$ cat src/rtl/kbd_pkg.sv
// ---------------------------------------------------------------------------
// kbd_pkg
// Shared definitions for the PS/2 keyboard controller:
//   - register addresses for the bus-visible register file
//   - bit positions inside the STATUS register
//   - the PS/2 frame receiver state enumeration
// ---------------------------------------------------------------------------
package kbd_pkg;

    localparam logic [7:0] ADDR_STATUS   = 8'h00;
    localparam logic [7:0] ADDR_SCANCODE = 8'h01;

    localparam int STAT_AVAIL_BIT     = 0;
    localparam int STAT_OVERFLOW_BIT  = 1;
    localparam int STAT_FRAME_ERR_BIT = 2;

    typedef enum logic [1:0] {
        RX_IDLE   = 2'd0,
        RX_DATA   = 2'd1,
        RX_PARITY = 2'd2,
        RX_STOP   = 2'd3
    } rx_state_e;

endpackage

$ cat src/rtl/ps2_rx.sv
// ---------------------------------------------------------------------------
// ps2_rx
// PS/2 device-to-host frame receiver.
//   clk_i, rst_ni   : system clock, asynchronous active-low reset
//   ps2_clk_i       : raw PS/2 clock from the keyboard (asynchronous)
//   ps2_din_i       : raw PS/2 data from the keyboard (asynchronous)
//   byte_o          : last correctly received scan code
//   byte_valid_o    : one-cycle pulse, byte_o holds a new code
//   frame_err_o     : one-cycle pulse, a frame was rejected or timed out
// Both PS/2 lines are synchronized, the clock is glitch-filtered, and the
// frame FSM samples data on each falling edge of the filtered clock.
// ---------------------------------------------------------------------------
module ps2_rx
    import kbd_pkg::*;
#(
    parameter int FILTER_LEN  = 8,
    parameter int TIMEOUT_CYC = 100000
) (
    input  logic       clk_i,
    input  logic       rst_ni,
    input  logic       ps2_clk_i,
    input  logic       ps2_din_i,
    output logic [7:0] byte_o,
    output logic       byte_valid_o,
    output logic       frame_err_o
);

    localparam int FCNT_W = $clog2(FILTER_LEN + 1);
    localparam int TO_W   = $clog2(TIMEOUT_CYC + 1);

    logic [1:0]        clkSync_q;
    logic [1:0]        dinSync_q;
    logic              filtClk_q, filtClk_d;
    logic [FCNT_W-1:0] filtCnt_q, filtCnt_d;
    logic              fallEdge;
    logic              dataBit;

    rx_state_e         state_q, state_d;
    logic [2:0]        bitCnt_q, bitCnt_d;
    logic [7:0]        shift_q, shift_d;
    logic              parOk_q, parOk_d;
    logic [TO_W-1:0]   toCnt_q, toCnt_d;
    logic [7:0]        byte_q, byte_d;
    logic              byteValid_q, byteValid_d;
    logic              frameErr_q, frameErr_d;

    assign dataBit = dinSync_q[1];

    // Two-stage synchronizers; both lines reset to the idle-high level.
    always_ff @(posedge clk_i or negedge rst_ni) begin
        if (!rst_ni) begin
            clkSync_q <= 2'b11;
            dinSync_q <= 2'b11;
        end else begin
            clkSync_q <= {clkSync_q[0], ps2_clk_i};
            dinSync_q <= {dinSync_q[0], ps2_din_i};
        end
    end

    // Clock filter: the filtered level flips only once FILTER_LEN consecutive
    // synchronized samples disagree with it. The falling edge is flagged in
    // the same cycle the filtered level drops so the FSM samples data there.
    always_comb begin
        filtClk_d = filtClk_q;
        filtCnt_d = '0;
        fallEdge  = 1'b0;
        if (clkSync_q[1] != filtClk_q) begin
            if (filtCnt_q == FCNT_W'(FILTER_LEN - 1)) begin
                filtClk_d = clkSync_q[1];
                fallEdge  = filtClk_q;
            end else begin
                filtCnt_d = filtCnt_q + FCNT_W'(1);
            end
        end
    end

    always_ff @(posedge clk_i or negedge rst_ni) begin
        if (!rst_ni) begin
            filtClk_q <= 1'b1;
            filtCnt_q <= '0;
        end else begin
            filtClk_q <= filtClk_d;
            filtCnt_q <= filtCnt_d;
        end
    end

    // Frame FSM with mid-frame inactivity timeout. Parity is checked when the
    // parity bit arrives and remembered until the stop bit decides the frame.
    always_comb begin
        state_d     = state_q;
        bitCnt_d    = bitCnt_q;
        shift_d     = shift_q;
        parOk_d     = parOk_q;
        byte_d      = byte_q;
        byteValid_d = 1'b0;
        frameErr_d  = 1'b0;

        if (state_q == RX_IDLE || fallEdge) begin
            toCnt_d = '0;
        end else begin
            toCnt_d = toCnt_q + TO_W'(1);
        end

        case (state_q)
            RX_IDLE: begin
                if (fallEdge && !dataBit) begin
                    state_d  = RX_DATA;
                    bitCnt_d = 3'd0;
                end
            end
            RX_DATA: begin
                if (fallEdge) begin
                    shift_d  = {dataBit, shift_q[7:1]};
                    bitCnt_d = bitCnt_q + 3'd1;
                    if (bitCnt_q == 3'd7) begin
                        state_d = RX_PARITY;
                    end
                end
            end
            RX_PARITY: begin
                if (fallEdge) begin
                    parOk_d = (^shift_q) ^ dataBit;
                    state_d = RX_STOP;
                end
            end
            RX_STOP: begin
                if (fallEdge) begin
                    state_d = RX_IDLE;
                    if (parOk_q && dataBit) begin
                        byte_d      = shift_q;
                        byteValid_d = 1'b1;
                    end else begin
                        frameErr_d = 1'b1;
                    end
                end
            end
            default: state_d = RX_IDLE;
        endcase

        // A stalled keyboard mid-frame abandons the partial byte.
        if (state_q != RX_IDLE && !fallEdge && toCnt_q == TO_W'(TIMEOUT_CYC - 1)) begin
            state_d    = RX_IDLE;
            toCnt_d    = '0;
            frameErr_d = 1'b1;
        end
    end

    always_ff @(posedge clk_i or negedge rst_ni) begin
        if (!rst_ni) begin
            state_q     <= RX_IDLE;
            bitCnt_q    <= 3'd0;
            shift_q     <= 8'h00;
            parOk_q     <= 1'b0;
            toCnt_q     <= '0;
            byte_q      <= 8'h00;
            byteValid_q <= 1'b0;
            frameErr_q  <= 1'b0;
        end else begin
            state_q     <= state_d;
            bitCnt_q    <= bitCnt_d;
            shift_q     <= shift_d;
            parOk_q     <= parOk_d;
            toCnt_q     <= toCnt_d;
            byte_q      <= byte_d;
            byteValid_q <= byteValid_d;
            frameErr_q  <= frameErr_d;
        end
    end

    assign byte_o       = byte_q;
    assign byte_valid_o = byteValid_q;
    assign frame_err_o  = frameErr_q;

endmodule

$ cat src/rtl/keyboard_controller.sv
// ---------------------------------------------------------------------------
// keyboard_controller
// PS/2 keyboard interface with a scan-code FIFO and a small read-only
// register file.
//   clk_i, rst_ni : system clock, asynchronous active-low reset
//   en_i          : bus read enable
//   addr_i        : register address (0x00 STATUS, 0x01 SCANCODE)
//   dout_o        : registered read data, one clock latency
//   ps2_clk_i     : PS/2 clock from keyboard (asynchronous)
//   ps2_din_i     : PS/2 data from keyboard (asynchronous)
// Reading SCANCODE pops one entry per access; reading STATUS clears the
// sticky overflow and frame-error flags.
// ---------------------------------------------------------------------------
module keyboard_controller
    import kbd_pkg::*;
#(
    parameter int FIFO_DEPTH  = 16,
    parameter int FILTER_LEN  = 8,
    parameter int TIMEOUT_CYC = 100000
) (
    input  logic       clk_i,
    input  logic       rst_ni,
    input  logic       en_i,
    input  logic [7:0] addr_i,
    output logic [7:0] dout_o,
    input  logic       ps2_clk_i,
    input  logic       ps2_din_i
);

    localparam int PTR_W = $clog2(FIFO_DEPTH);
    localparam int CNT_W = PTR_W + 1;

    logic [7:0]       rxByte;
    logic             rxValid;
    logic             rxErr;

    logic [7:0]       fifoMem_q [FIFO_DEPTH];
    logic [PTR_W-1:0] wrPtr_q, wrPtr_d, rdPtr_q, rdPtr_d;
    logic [CNT_W-1:0] count_q, count_d;
    logic             overflow_q, overflow_d;
    logic             frameErr_q, frameErr_d;
    logic             prevEn_q;
    logic [7:0]       prevAddr_q;
    logic [7:0]       dout_q, dout_d;

    logic             fifoEmpty, fifoFull;
    logic             accessStart, popReq, pushOk, clearFlags;
    logic [7:0]       headByte;
    logic [7:0]       statusReg;

    ps2_rx #(
        .FILTER_LEN (FILTER_LEN),
        .TIMEOUT_CYC(TIMEOUT_CYC)
    ) u_ps2_rx (
        .clk_i       (clk_i),
        .rst_ni      (rst_ni),
        .ps2_clk_i   (ps2_clk_i),
        .ps2_din_i   (ps2_din_i),
        .byte_o      (rxByte),
        .byte_valid_o(rxValid),
        .frame_err_o (rxErr)
    );

    // FIFO bookkeeping, access detection and the read mux. A held en_i/addr_i
    // pair is a single access, so side effects fire only on its first cycle.
    // When full, a push still succeeds if the same cycle pops.
    always_comb begin
        fifoEmpty   = (count_q == '0);
        fifoFull    = (count_q == CNT_W'(FIFO_DEPTH));
        accessStart = en_i && (!prevEn_q || addr_i != prevAddr_q);
        popReq      = accessStart && addr_i == ADDR_SCANCODE && !fifoEmpty;
        pushOk      = rxValid && (!fifoFull || popReq);
        clearFlags  = accessStart && addr_i == ADDR_STATUS;

        headByte  = fifoEmpty ? 8'h00 : fifoMem_q[rdPtr_q];
        statusReg = 8'h00;
        statusReg[STAT_AVAIL_BIT]     = !fifoEmpty;
        statusReg[STAT_OVERFLOW_BIT]  = overflow_q;
        statusReg[STAT_FRAME_ERR_BIT] = frameErr_q;

        wrPtr_d = pushOk ? wrPtr_q + PTR_W'(1) : wrPtr_q;
        rdPtr_d = popReq ? rdPtr_q + PTR_W'(1) : rdPtr_q;
        count_d = count_q;
        if (pushOk && !popReq) begin
            count_d = count_q + CNT_W'(1);
        end else if (!pushOk && popReq) begin
            count_d = count_q - CNT_W'(1);
        end

        // A new event in the clearing cycle keeps its flag set.
        overflow_d = (rxValid && fifoFull && !popReq) || (overflow_q && !clearFlags);
        frameErr_d = rxErr || (frameErr_q && !clearFlags);

        dout_d = 8'h00;
        if (en_i) begin
            case (addr_i)
                ADDR_STATUS:   dout_d = statusReg;
                ADDR_SCANCODE: dout_d = headByte;
                default:       dout_d = 8'h00;
            endcase
        end
    end

    // Control state and registered read data.
    always_ff @(posedge clk_i or negedge rst_ni) begin
        if (!rst_ni) begin
            wrPtr_q    <= '0;
            rdPtr_q    <= '0;
            count_q    <= '0;
            overflow_q <= 1'b0;
            frameErr_q <= 1'b0;
            prevEn_q   <= 1'b0;
            prevAddr_q <= 8'h00;
            dout_q     <= 8'h00;
        end else begin
            wrPtr_q    <= wrPtr_d;
            rdPtr_q    <= rdPtr_d;
            count_q    <= count_d;
            overflow_q <= overflow_d;
            frameErr_q <= frameErr_d;
            prevEn_q   <= en_i;
            prevAddr_q <= addr_i;
            dout_q     <= dout_d;
        end
    end

    // FIFO storage needs no reset; only entries covered by count are visible.
    always_ff @(posedge clk_i) begin
        if (pushOk) begin
            fifoMem_q[wrPtr_q] <= rxByte;
        end
    end

    assign dout_o = dout_q;

endmodule

$ cat config.mk
export PLATFORM = sky130hd
export DESIGN_NAME = keyboard_controller
export DESIGN_NICKNAME = d
export VERILOG_FILES = /design/src/rtl/kbd_pkg.sv /design/src/rtl/ps2_rx.sv /design/src/rtl/keyboard_controller.sv
export SDC_FILE = /design/constraint.sdc
export NUM_CORES = 1
export LEC_CHECK = 0
export ABC_AREA = 1
export ABC_CLOCK_PERIOD_IN_PS = 4100
export CAP_MARGIN = 20
export CORE_MARGIN = 4
export CORE_UTILIZATION = 40
export CTS_CLUSTER_SIZE = 24
export DETAILED_ROUTE_END_ITERATION = 12
export GPL_ROUTABILITY_DRIVEN = 1
export PLACE_DENSITY_LB_ADDON = 0.05
export SLEW_MARGIN = 20
export SYNTH_ARGS = -nofsm -noshare
export SYNTH_HDL_FRONTEND = slang
export SYNTH_HIERARCHICAL = 1
export SYNTH_SLANG_ARGS = --single-unit
$ cat constraint.sdc
create_clock -name clk_i -period 4.1 [get_ports clk_i]
set_clock_uncertainty 0.1 [all_clocks]
set_input_delay 1.23 -clock clk_i [delete_from_list [all_inputs] [get_ports clk_i]]
set_output_delay 1.23 -clock clk_i [all_outputs]
set_load 0.01 [all_outputs]
Yosys cells after proc, flatten, opt, wreduce, memory -nomap -nowiden
Memory sizes are Yosys's and may differ from the RTL's.
Index checks and enable logic that the tools add are counted.
- $add $sub $neg: 7
- equal/unequal tests: 17
- mux-type cells: 30
- bitwise operators: 1
- reduce and logical (&&, ||, !) cells: 41
- operator list (cell ; count):
    $mux 17 ; 2
    $add 17x1->17 const B ; 1
    $eq 17x17->1 const B ; 1
    $mux 8 ; 2
    $pmux 8 s2 ; 1
    $logic_and 1x1->1 ; 15
    $add 4x1->4 const B ; 3
    $mux 2 ; 6
    $ne 3x1->1 const B ; 4
    $mux 1 ; 11
    $mux 5 ; 2
    $eq 8x1->1 const B ; 1
    $logic_not 1->1 ; 8
    $logic_not 8->1 ; 1
    $mux 4 ; 2
    $ne 8x8->1 ; 1
    $pmux 2 s4 ; 1
    $reduce_xor 8->1 ; 1
    $mux 3 ; 2
    $pmux 3 s2 ; 1
    $reduce_and 2->1 ; 3
    $reduce_and 3->1 ; 2
    $reduce_bool 2->1 ; 3
    $add 5x1->5 const B ; 1
    other kinds (16) ; 21
- register bits: 82
- memory bits (writable): 128
- bits of input ports: 13
- output and inout port bits: 8
- logic and storage cells: 117
- memories kept: 1
- memory list (name ; words ; width ; read ports ; clocked after memory_dff ; wr ports ; line ; text):
    fifoMem_q ; 16 ; 8 ; 1 ; 0 ; 1 ; keyboard_controller.sv:37 ; logic [7:0] fifoMem_q [FIFO_DEPTH];

Depth between registers and ports, before layout
Gate-level depths: netlist of run 1.
- depth in word-level cells: 11
- mapped depth: 20
- mapped depth without buffers: 19

Cells and area by module
The synthesis of run 1 kept the hierarchy.
- modules (own cells, without submodules) (module ; instances ; cells an instance ; area an instance (um^2) ; sequential area each (um^2)):
    keyboard_controller ; 1 ; 617 ; 6846.6 ; 4644.5
    ps2_rx ; 1 ; 283 ; 2489.9 ; 1257.5

Worst setup path before layout of run 1
Ideal clock, no wire load.
- path type: input to register
- start: in addr_i[5]
- end: reg count_q[4]
- setup time: 0.125 ns
- arrival: 3.299 ns
- required time: 3.875 ns
- slack: 0.576 ns
- stages on the path: 20
- path buffers: 1
- path through: inv_1 -> nand2_1 -> nor2_1 -> nand3_1 -> inv_2 -> o21ai_4 -> nand2_4 -> nand2_4 -> buf_6 -> inv_1 -> ha_1 -> inv_1 -> ha_1 -> nand2_1 -> nor2_1 -> a211oi_1 -> nand2_1 -> nand2_1 -> nor2_1 -> xor2_1
- cells in the longest elaborated chain, start to end: 10
- elaborated cells on any way between the ends: 14
- classes of those cells: eq/ne (2); mux (1); reduce/logical (11)
- ends and longest elaborated chain (item ; line ; text):
    start, declared ; keyboard_controller.sv:24 ; input logic [7:0] addr_i,
    $ne 8x8->1 ; keyboard_controller.sv:70 ; accessStart = en_i && (!prevEn_q || addr_i != prevAddr_q);
    $logic_or 1x1->1 ; keyboard_controller.sv:70 ;
    $logic_and 1x1->1 ; keyboard_controller.sv:70 ;
    $logic_and 1x1->1 (*) (2 in series) ; keyboard_controller.sv:71 ; popReq = accessStart && addr_i == ADDR_SCANCODE && !fifoEmpty;
    $logic_or 1x1->1 (*) ; keyboard_controller.sv:72 ; pushOk = rxValid && (!fifoFull || popReq);
    $logic_and 1x1->1 (*) ; keyboard_controller.sv:72 ;
    named net pushOk ; keyboard_controller.sv:47 ; logic accessStart, popReq, pushOk, clearFlags;
    $logic_not 1->1 ; keyboard_controller.sv:86 ; end else if (!pushOk && popReq) begin
    $logic_and 1x1->1 ; keyboard_controller.sv:86 ;
    $reduce_bool 2->1 (no line) ; -- ;
    end signal, assigned ; keyboard_controller.sv:118 ; count_q <= count_d;
    end, declared ; keyboard_controller.sv:39 ; logic [CNT_W-1:0] count_q, count_d;
The timed path passes the listed nets; every way through them passes the cells marked *.
A chain may end at the register's enable or synchronous reset.

Worst setup path after layout of run 1
- start: in addr_i[7]
- end: reg count_q[4]
The elaborated chain is that of the path after synthesis.

==> results of run 1 <==
==> worst max path at each step <==
stage	depth (start not counted)	endpoint	slack, ns
2_1_floorplan	20	count_q[4]$_DFFE_PN0P_	0.58
3_3_place_gp	20	count_q[4]$_DFFE_PN0P_	0.02
3_5_place_dp	20	count_q[4]$_DFFE_PN0P_	0.02
4_1_cts	20	count_q[4]$_DFFE_PN0P_	0.54
5_1_grt	19	count_q[4]$_DFFE_PN0P_	0.26
6_report	20	count_q[4]$_DFFE_PN0P_	0.54
==> cell usage after synthesis (3+ instances only) <==
| cell | instances | area share (%) |
|---|---|---|
| or2_2 | 4 | 0.27 |
| o21ai_2 | 8 | 0.75 |
| nor2_4 | 3 | 0.36 |
| nand2_2 | 10 | 0.67 |
| ha_1 | 18 | 2.4 |
| clkbuf_1 | 7 | 0.28 |
| inv_1 | 76 | 3.1 |
| nand2_4 | 3 | 0.36 |
| nand4_1 | 6 | 0.40 |
| xnor2_1 | 6 | 0.56 |
| nand3_1 | 78 | 4.2 |
| edfxtp_1 | 128 | 41 |
| inv_2 | 5 | 0.20 |
| nor3_1 | 10 | 0.54 |
| xor2_1 | 11 | 1.0 |
| and3_1 | 4 | 0.27 |
| nor2_2 | 5 | 0.34 |
| nand2_1 | 190 | 7.6 |
| a211oi_1 | 4 | 0.32 |
| buf_4 | 3 | 0.24 |
| nor2_1 | 104 | 4.2 |
| o21ai_1 | 4 | 0.21 |
| dfstp_2 | 5 | 1.4 |
| a21oi_1 | 15 | 0.80 |
| o22ai_1 | 15 | 1.0 |
| buf_1 | 3 | 0.12 |
| a31oi_1 | 3 | 0.20 |
| buf_2 | 13 | 0.70 |
| o211ai_1 | 4 | 0.32 |
| dfrtp_1 | 77 | 21 |
| o21ai_0 | 58 | 3.1 |
==> flip-flops by register name, summed over array words and instances (netlist names) <==
| register | count |
|---|---|
| count_q | 5 |
| dout_o | 8 |
| fifoMem_q | 128 |
| frameErr_q | 1 |
| overflow_q | 1 |
| prevAddr_q | 8 |
| prevEn_q | 1 |
| rdPtr_q | 4 |
| u_ps2_rx/bitCnt_q | 3 |
| u_ps2_rx/byte_o | 8 |
| u_ps2_rx/byte_valid_o | 1 |
| u_ps2_rx/clkSync_q | 2 |
| u_ps2_rx/dinSync_q | 2 |
| u_ps2_rx/filtClk_q | 1 |
| u_ps2_rx/filtCnt_q | 4 |
| u_ps2_rx/frame_err_o | 1 |
| u_ps2_rx/parOk_q | 1 |
| u_ps2_rx/shift_q | 8 |
| u_ps2_rx/state_q | 2 |
| u_ps2_rx/toCnt_q | 17 |
| wrPtr_q | 4 |
==> cell families after synthesis <==
logic type                 after synthesis  synth area share (%)
DFF                                    210                 63.21
adders and majority gates               19                 2.627
xor gates and xnor gates                17                 1.595
buffers and inverters                  112                 5.133
and+or+nand+nor                        424                 19.89
AOI/OAI and AO/OA                      118                 7.545
==> stage by stage <==
stage	power [W]	utilization, %	area [um2]	setup slack [ns]	hold WS, ns
after floorplan	0.002582	-	9336	0.5760	0.2452
after global placement	0.002673	43.24	9849	0.02075	0.2455
after detailed placement	0.002682	43.24	9849	0.02082	0.2494
after CTS	0.004879	46.78	10660	0.5360	0.2496
after global routing	0.005013	46.82	10660	0.2625	0.2588
final	0.004807	46.82	10660	0.5357	0.2491
==> area by class of cell <==
| cell class | instances | area (um2) |
|---|---|---|
| inverters | 83 | 311.5 |
| clock inverters | 10 | 151.4 |
| fillers | 2105 | 12110 |
| clock buffers | 33 | 655.6 |
| multi-input cells | 578 | 2955 |
| repair buffers | 33 | 295.3 |
| flip-flops and latches | 210 | 5903 |
| well taps | 313 | 391.6 |
==> placed cells by master (no fill, tap or decap), types with 6 or more instances in the layout <==
cell type,n
nand2_1,190
edfxtp_1,128
nor2_1,104
nand3_1,78
inv_1,76
dfrtp_1,76
o21ai_0,58
clkbuf_16,25
clkdlybuf4s50_1,19
ha_1,18
a21oi_1,15
o22ai_1,15
buf_4,14
xor2_1,11
nor3_1,10
nand2_2,10
clkbuf_1,8
o21ai_2,8
xnor2_1,6
nand4_1,6
==> power by group through the flow <==
stage               sequential (W)  clock (W)  combinational, W
floorplan                  0.00235          0          0.000235
global placement           0.00235          0          0.000320
detailed placement         0.00235          0          0.000327
CTS                        0.00231    0.00224          0.000329
global route               0.00232    0.00232          0.000373
finish                     0.00231    0.00217          0.000322
==> per-layer routing <==
metal	global-route usage [%]	part of all wire [%]
met5	0	0
met4	4.071	2.3
met3	2.130	3.8
met2	26.23	48
met1	21.59	46
==> impl_metrics.toml, run 1 <==
[placed_design]
placedCellCount = 1216
io_buffers = 20
dp_hpwl_um = 12830
globalplace.congestion = 0.8296

[setup_path]
slowest_stage = "clkdlybuf4s50_1"
crit_top_cell = "nand2_1"
path_max_fanout = 5
r2r-start = "count_q[0]$_DFFE_PN0P_"
startpoint_type = "input pin"
critPathTopFamily = "simple AND/OR/NAND/NOR gates"
cp-end-kind = "flip-flop"
path_class = "in -> reg"
cp-startpoint = "addr_i[7]"
r2r_slack_ns = 1.37
path_buf_inv = 4
critPathArrivalTime_ns = 3.85
path_cells = "clkdlybuf4s50_1, inv_1, nand2_1, nand2_1, nor2_1, nand3_1, o21ai_4, nand2_4, nand2_4, inv_1, ha_1, inv_1, ha_1, nand2_1, nor2_1, a211oi_1, nand2_1, nand2_1, nor2_1, xor2_1"
required_ns = 4.39
reg2regPathDepth = 18
slowest_delay_ns = 0.52
r2r_end = "count_q[4]$_DFFE_PN0P_"

[floorplanning]
dieHeight_um = 160.8
num_rows = 55
chipWidth_um = 160.8
start_util_pct = 40.99
io_pins = 21
die-area_um2 = 25850
design.core.area_um2 = 22780

[pwr]
seqPwrFrac_pct = 48.2
p_switching_w = 0.001052
internal_power_w = 0.003754
vdd_drop_max_v = 0.0002789
p_leak_nw = 4.498
power.density_nw_per_um2 = 450.7
p_comb_share_pct = 6.7
clock_power_share_pct = 45.1
netSwitchingFraction_pct = 21.89

[clocking]
clockRootBuffer = "clkbuf_16"
htree_levels = 1
cts.sinks = 210
cts_tree = "built"
clk_pin_slew_ns = 0.06
ctsHoldBuffers = 0
clk_latency_ns = 0.51
postCtsSetupBuffers = 0
clk_path_buf_depth = 3
ctsResizeCount = 0
cts_buffers = 24

[timing]
hold_violations = 0
fin_crit_sh_pct = 86.94
worstMarginPinSlew_ns = 1.017
max_freq_ghz = 0.2806
setup_viol = 0
setup_tns_ns = 0
rsz0062_at_grt = "no"
slew_headroom_pct = 32.08
period_minus_slack_ns = 3.564
drv_slew = 0

[route]
firstDrtPassIters = 5
detail_route.iter0.violations = 342
post_drt_wl_per_cell_um = 16.09
routed_wl_um = 20270
vias = 6270
via_per_inst = 4.976
drtAntennaViolNets = 0
drc = 0

[final_layout]
layout-drive-gt1-share_pct = 10.45
area_growth_pct = 14.22
nNetsFinal = 962
n_antenna_cell = 0
fin_cells = 1260

[synth]
ys_ff_latch = 210
avgSynthCellArea_um2 = 10.37
synth-edff-count = 128
mappedNetlistArea_um2 = 9336
syn_inst = 900
yosysSeqAreaShare_pct = 63.21
async_reset_ff_share_pct = 39.05
synth_flop_cell = "edfxtp_1"
syn_nets = 932
ys_warn_count = 6
ys_types = 48

[global_route]
grt-ovfl-total = 0
grt_use_total_pct = 15.64
grt_pass1_wl_um = 32840
grt_max_degree = 74
antenna_found_initial = 0
grt_pass1_vias = 6191

[min_path]
hold_path.class = "reg -> reg"
min_from = "u_ps2_rx/dinSync_q[0]$_DFF_PN1_"
hold_end = "u_ps2_rx/dinSync_q[1]$_DFF_PN1_"
holdPathStages = 0

[outcome]
status = "finished, final reports clean"

[flow_run]
max-cap-violations = 0
(Power assumes the default switching activity.)
==> run 2, diff against run 1 <==
--- a/config.mk
+++ b/config.mk
@@ -7,5 +7,5 @@
 export LEC_CHECK = 0
 export ABC_AREA = 1
-export ABC_CLOCK_PERIOD_IN_PS = 4100
+export ABC_CLOCK_PERIOD_IN_PS = 4400
 export CAP_MARGIN = 20
 export CORE_MARGIN = 4
==> constraint.sdc (replaced) <==
create_clock -name clk_i -period 4.4 [get_ports clk_i]
set_clock_uncertainty 0.1 [all_clocks]
set_input_delay 0.88 -clock clk_i [delete_from_list [all_inputs] [get_ports clk_i]]
set_output_delay 0.88 -clock clk_i [all_outputs]
set_load 0.01 [all_outputs]
==> impl_metrics.toml, run 2 (synthesis gave the netlist of run 1 again) <==
[setup_path]
path_cells = "clkdlybuf4s50_1, inv_1, nand2_1, nor2_1, nand3_1, inv_2, o21ai_4, nand2_4, nand2_4, inv_1, ha_1, inv_1, ha_1, nand2_1, nor2_1, a211oi_1, nand2_1, nand2_1, nor2_1, xor2_1"
path_max_fanout = 21
crit_top_cell = "nand2_1"
slowest_stage = "clkdlybuf4s50_1"
path_buf_inv = 5
reg2regPathDepth = 18
slowest_delay_ns = 0.47
path_class = "in -> reg"
cp-end-kind = "flip-flop"
startpoint_type = "input pin"
cp_num_cells = 20
cp-startpoint = "addr_i[7]"
r2r-start = "count_q[0]$_DFFE_PN0P_"
r2r_end = "count_q[4]$_DFFE_PN0P_"
critPathArrivalTime_ns = 3.84
required_ns = 4.69
critPathTopFamily = "buffers and inverters"
crit_end = "count_q[4]$_DFFE_PN0P_"
r2r_slack_ns = 1.32

[global_route]
grt_use_total_pct = 16.01
grt_pass1_wl_um = 33530
antenna_found_initial = 0
grt_max_degree = 65
grt-ovfl-total = 0
met1_usage_pct = 22.09
grt_pass1_vias = 6315
grt-busiest-layer = "met2"
grtUsageMet2_pct = 26.34
use_met3_pct = 2.771

[timing]
setup_tns_ns = 0
period_minus_slack_ns = 3.542
worstMarginPinSlew_ns = 1.010
max_freq_ghz = 0.2824
fin_crit_sh_pct = 80.49
slew_headroom_pct = 32.61
rsz0062_at_grt = "no"
drv_slew = 0
setup_viol = 0
hold_violations = 0

[route]
drtAntennaViolNets = 0
via_per_inst = 4.964
vias = 6279
detail_route.iter0.violations = 427
drc = 0
post_drt_wl_per_cell_um = 16.18
routed_wl_um = 20460
firstDrtPassIters = 5

[clocking]
ctsResizeCount = 0
clk_path_buf_depth = 3
clk_pin_slew_ns = 0.06
clk_latency_ns = 0.51
clockRootBuffer = "clkbuf_16"
htree_levels = 1
cts_buffers = 24
ctsHoldBuffers = 0
cts.sinks = 210
cts_tree = "built"
postCtsSetupBuffers = 0

[floorplanning]
start_util_pct = 40.99
io_pins = 21
design.core.area_um2 = 22780
num_rows = 55
die-area_um2 = 25850
dieHeight_um = 160.8
chipWidth_um = 160.8

[final_layout]
final_cell_mix = "nand2_1, edfxtp_1, nor2_1"
area_growth_pct = 14.14
largest-register = "fifoMem_q"
reg_top3 = "fifoMem_q x128, u_ps2_rx/toCnt_q x17"
final_common_cell = "nand2_1"
largest_reg_flops = 128
final_area_um2 = 10660
n_antenna_cell = 0
layout-drive-gt1-share_pct = 11.34
nNetsFinal = 966

[pwr]
p_leak_nw = 4.512
power.density_nw_per_um2 = 408.0
total_power_w = 0.004348
vdd_drop_max_v = 0.0003096

[placed_design]
globalplace.congestion = 0.8160
io_buffers = 20
dp_hpwl_um = 12970
placed_area_um2 = 9881

[outcome]
status = "finished, final reports clean"

[min_path]
hold_path.class = "reg -> reg"

[flow_run]
max-cap-violations = 0
==> run 2: final cells by class <==
cell class              count  area [um2]
fillers                  2108       12120
flip-flops and latches    210        5904
multi-input cells         578        2955
clock buffers              30       654.4
well taps                 313       391.6
repair buffers             37       337.8
inverters                  83       311.5
clock inverters            14       101.3
==> run 2: report_power, final <==
group          leakage, nW  switching, W  internal [W]
Clock                0.373      0.000781       0.00111
Sequential            2.50     0.0000353       0.00212
Combinational         1.64      0.000194      0.000103
Total                 4.51       0.00101       0.00334
==> run 2: through the flow <==
stage / utilization [%] / setup slack [ns] / instances / hold slack [ns]
floorplan: - / 1.226 / 900 / 0.2452
detailed placement: 43.38 / 0.3351 / 1220 / 0.2476
CTS: 46.70 / 0.8710 / 1264 / 0.2561
global route: 46.78 / 0.5181 / 1265 / 0.2639
global placement: 43.38 / 0.4626 / 1220 / 0.2461
finish: 46.78 / 0.8584 / 1265 / 0.2557
==> run 2: worst min path at each step <==
| stage | from | to | slack (ns) | cells after the start |
|---|---|---|---|---|
| global route | u_ps2_rx/clkSync_q[0]$_DFF_PN1_ | u_ps2_rx/clkSync_q[1]$_DFF_PN1_ | 0.26 | 0 |
| finish | u_ps2_rx/clkSync_q[0]$_DFF_PN1_ | u_ps2_rx/clkSync_q[1]$_DFF_PN1_ | 0.26 | 0 |
| floorplan | u_ps2_rx/clkSync_q[0]$_DFF_PN1_ | u_ps2_rx/clkSync_q[1]$_DFF_PN1_ | 0.25 | 0 |
| CTS | u_ps2_rx/clkSync_q[0]$_DFF_PN1_ | u_ps2_rx/clkSync_q[1]$_DFF_PN1_ | 0.26 | 0 |
| detailed placement | u_ps2_rx/clkSync_q[0]$_DFF_PN1_ | u_ps2_rx/clkSync_q[1]$_DFF_PN1_ | 0.25 | 0 |
| global placement | u_ps2_rx/clkSync_q[0]$_DFF_PN1_ | u_ps2_rx/clkSync_q[1]$_DFF_PN1_ | 0.25 | 0 |
==> run 2: layer usage <==
layer  part of all wire, %  routed length (um)
met5                     0                   0
met4                   2.0                 418
met3                   3.6                 746
met2                    47                9577
met1                    48                9721
==> run 3, diff against run 2 <==
- ABC_CLOCK_PERIOD_IN_PS: 4400 -> 3200
- clock period: 4.4 -> 3.2 ns (I/O delays scaled with it)
==> impl_metrics.toml, run 3 (synthesis gave the netlist of run 1 again) <==
[outcome]
status = "finished, final reports clean"

[timing]
hold_violations = 0
fin_crit_sh_pct = 89.76
max_freq_ghz = 0.3481
setup_tns_ns = 0
slew_headroom_pct = 30.91
hold_ws_ns = 0.2544
period_minus_slack_ns = 2.872
setup_viol = 0
worstMarginPinSlew_ns = 1.033
drv_slew = 0
rsz0062_at_grt = "no"

[setup_path]
slowest_stage = "clkdlybuf4s50_1"
required_ns = 3.53
r2r_slack_ns = 0.55
cp-startpoint = "addr_i[7]"
slowest_delay_ns = 0.45
r2r_end = "count_q[4]$_DFFE_PN0P_"
critPathTopFamily = "buffers and inverters"
path_buf_inv = 7
path_max_fanout = 4
critPathArrivalTime_ns = 3.20
startpoint_type = "input pin"
r2r-start = "count_q[0]$_DFFE_PN0P_"
path_cells = "clkdlybuf4s50_1, inv_1, buf_4, nand2_1, nor2_1, nand3_1, inv_2, o21ai_4, nand2_4, nand2_4, inv_1, ha_1, inv_1, buf_4, ha_1, nand2_1, nand2_1, a21oi_1, or2_2, a31oi_1"
crit_end = "count_q[3]$_DFFE_PN0P_"
reg2regPathDepth = 18
cp_num_cells = 20
cp-end-kind = "flip-flop"
path_class = "in -> reg"

[final_layout]
final_area_um2 = 10820
area_growth_pct = 15.84
reg_top3 = "fifoMem_q x128, u_ps2_rx/toCnt_q x17"
layout-drive-gt1-share_pct = 12.65
n_antenna_cell = 0
largest-register = "fifoMem_q"
largest_reg_flops = 128
nNetsFinal = 985
final_cell_mix = "nand2_1, edfxtp_1, nor2_1"
final_common_cell = "nand2_1"

[floorplanning]
io_pins = 21
dieHeight_um = 160.8
start_util_pct = 40.99
num_rows = 55
design.core.area_um2 = 22780
die-area_um2 = 25850
chipWidth_um = 160.8

[route]
drc = 0
post_drt_wl_per_cell_um = 16.10
via_per_inst = 4.928
vias = 6333
firstDrtPassIters = 5
drtAntennaViolNets = 0
routed_wl_um = 20690
detail_route.iter0.violations = 401

[clocking]
clockRootBuffer = "clkbuf_16"
cts.sinks = 210
clk_pin_slew_ns = 0.06
cts_buffers = 25
cts_tree = "built"
htree_levels = 1
clk_path_buf_depth = 3
clk_latency_ns = 0.52

[global_route]
grt_max_degree = 74
antenna_found_initial = 0
use_met3_pct = 2.566
grt_pass1_vias = 6321
grtUsageMet2_pct = 26.82
grt_pass1_wl_um = 34040
grt_use_total_pct = 16.26
grt-ovfl-total = 0
met1_usage_pct = 22.83
grt-busiest-layer = "met2"

[placed_design]
io_buffers = 20
globalplace.congestion = 0.7949
dp_hpwl_um = 13390
placed_area_um2 = 10040

[min_path]
hold_path.class = "reg -> reg"

[pwr]
p_leak_nw = 4.600
power.density_nw_per_um2 = 554.4
vdd_drop_max_v = 0.0003321

[flow_run]
max-cap-violations = 0
-- run 3: cell types whose count changed in the layout (fill, tap and decap cells not counted), moves of 2 or more --
cell / change
clkbuf_1: +3
buf_4: +16
clkinvlp_4: -2
clkbuf_8: +3
clkinv_2: -3
-- run 3: timing repair --
item | CTS | global route
endpoints found under the setup margin | 0 | 1
resized for setup | 0 | 1
endpoints found under the hold margin | 21 | 0
setup buffers | 0 | 0
hold buffers | 1 | 0
-- run 3: worst register-to-register path: stages (launching register included) --
cell and delay [ns]:
dfrtp_1 0.42, nor2_1 0.17, nand3_1 0.16, nand3_1 0.14, inv_2 0.06, o21ai_4 0.07, nand2_4 0.08, nand2_4 0.06
inv_1 0.04, ha_1 0.24, inv_1 0.12, ha_1 0.28, nand2_1 0.07, nor2_1 0.05, a211oi_2 0.17, nand2_1 0.07
nand2_1 0.06, nor2_1 0.05, xor2_1 0.13
-- run 3: power by group --
group / internal (W) / switching, W / leakage (nW)
clock: 0.00153 / 0.00107 / 0.378
sequential: 0.00292 / 0.0000502 / 2.50
combinational: 0.000155 / 0.000272 / 1.72
-- run 3: worst min path at each step --
stage          cells after the start                              end                            start  slack (ns)
4_1_cts                            0  u_ps2_rx/dinSync_q[1]$_DFF_PN1_  u_ps2_rx/dinSync_q[0]$_DFF_PN1_        0.25
6_report                           0  u_ps2_rx/dinSync_q[1]$_DFF_PN1_  u_ps2_rx/dinSync_q[0]$_DFF_PN1_        0.25
3_3_place_gp                       0  u_ps2_rx/clkSync_q[1]$_DFF_PN1_  u_ps2_rx/clkSync_q[0]$_DFF_PN1_        0.25
5_1_grt                            0  u_ps2_rx/clkSync_q[1]$_DFF_PN1_  u_ps2_rx/clkSync_q[0]$_DFF_PN1_        0.26
2_1_floorplan                      0           count_q[0]$_DFFE_PN0P_                           rst_ni        0.24
3_5_place_dp                       0  u_ps2_rx/dinSync_q[1]$_DFF_PN1_  u_ps2_rx/dinSync_q[0]$_DFF_PN1_        0.25
-- run 3: layer usage --
metal	routed length (um)	part of all wire (%)
met1	9651	47
met4	253	1.2
met5	0	0
met2	9847	48
met3	939	4.5
-- run 3: area by class of cell --
| type | count | area [um2] |
|---|---|---|
| clock buffer | 36 | 706.9 |
| clock inverter | 10 | 53.80 |
| fill | 2095 | 11960 |
| inverter | 83 | 311.5 |
| multi-input combinational | 578 | 2960 |
| sequential | 210 | 5903 |
| tap | 313 | 391.6 |
| timing repair buffer | 55 | 488.0 |
-- run 3: metrics by stage --
stage          cells  utilization [%]  setup slack [ns]  power, W
4_1_cts         1285            47.46            0.2962  0.006091
6_report        1285            47.48            0.3276  0.005996
5_1_grt         1285            47.48           0.02926  0.006285
2_1_floorplan    900                -            0.2660  0.003308
3_5_place_dp    1238            44.08           -0.2361  0.003450
3_3_place_gp    1238            44.08           -0.2152  0.003433
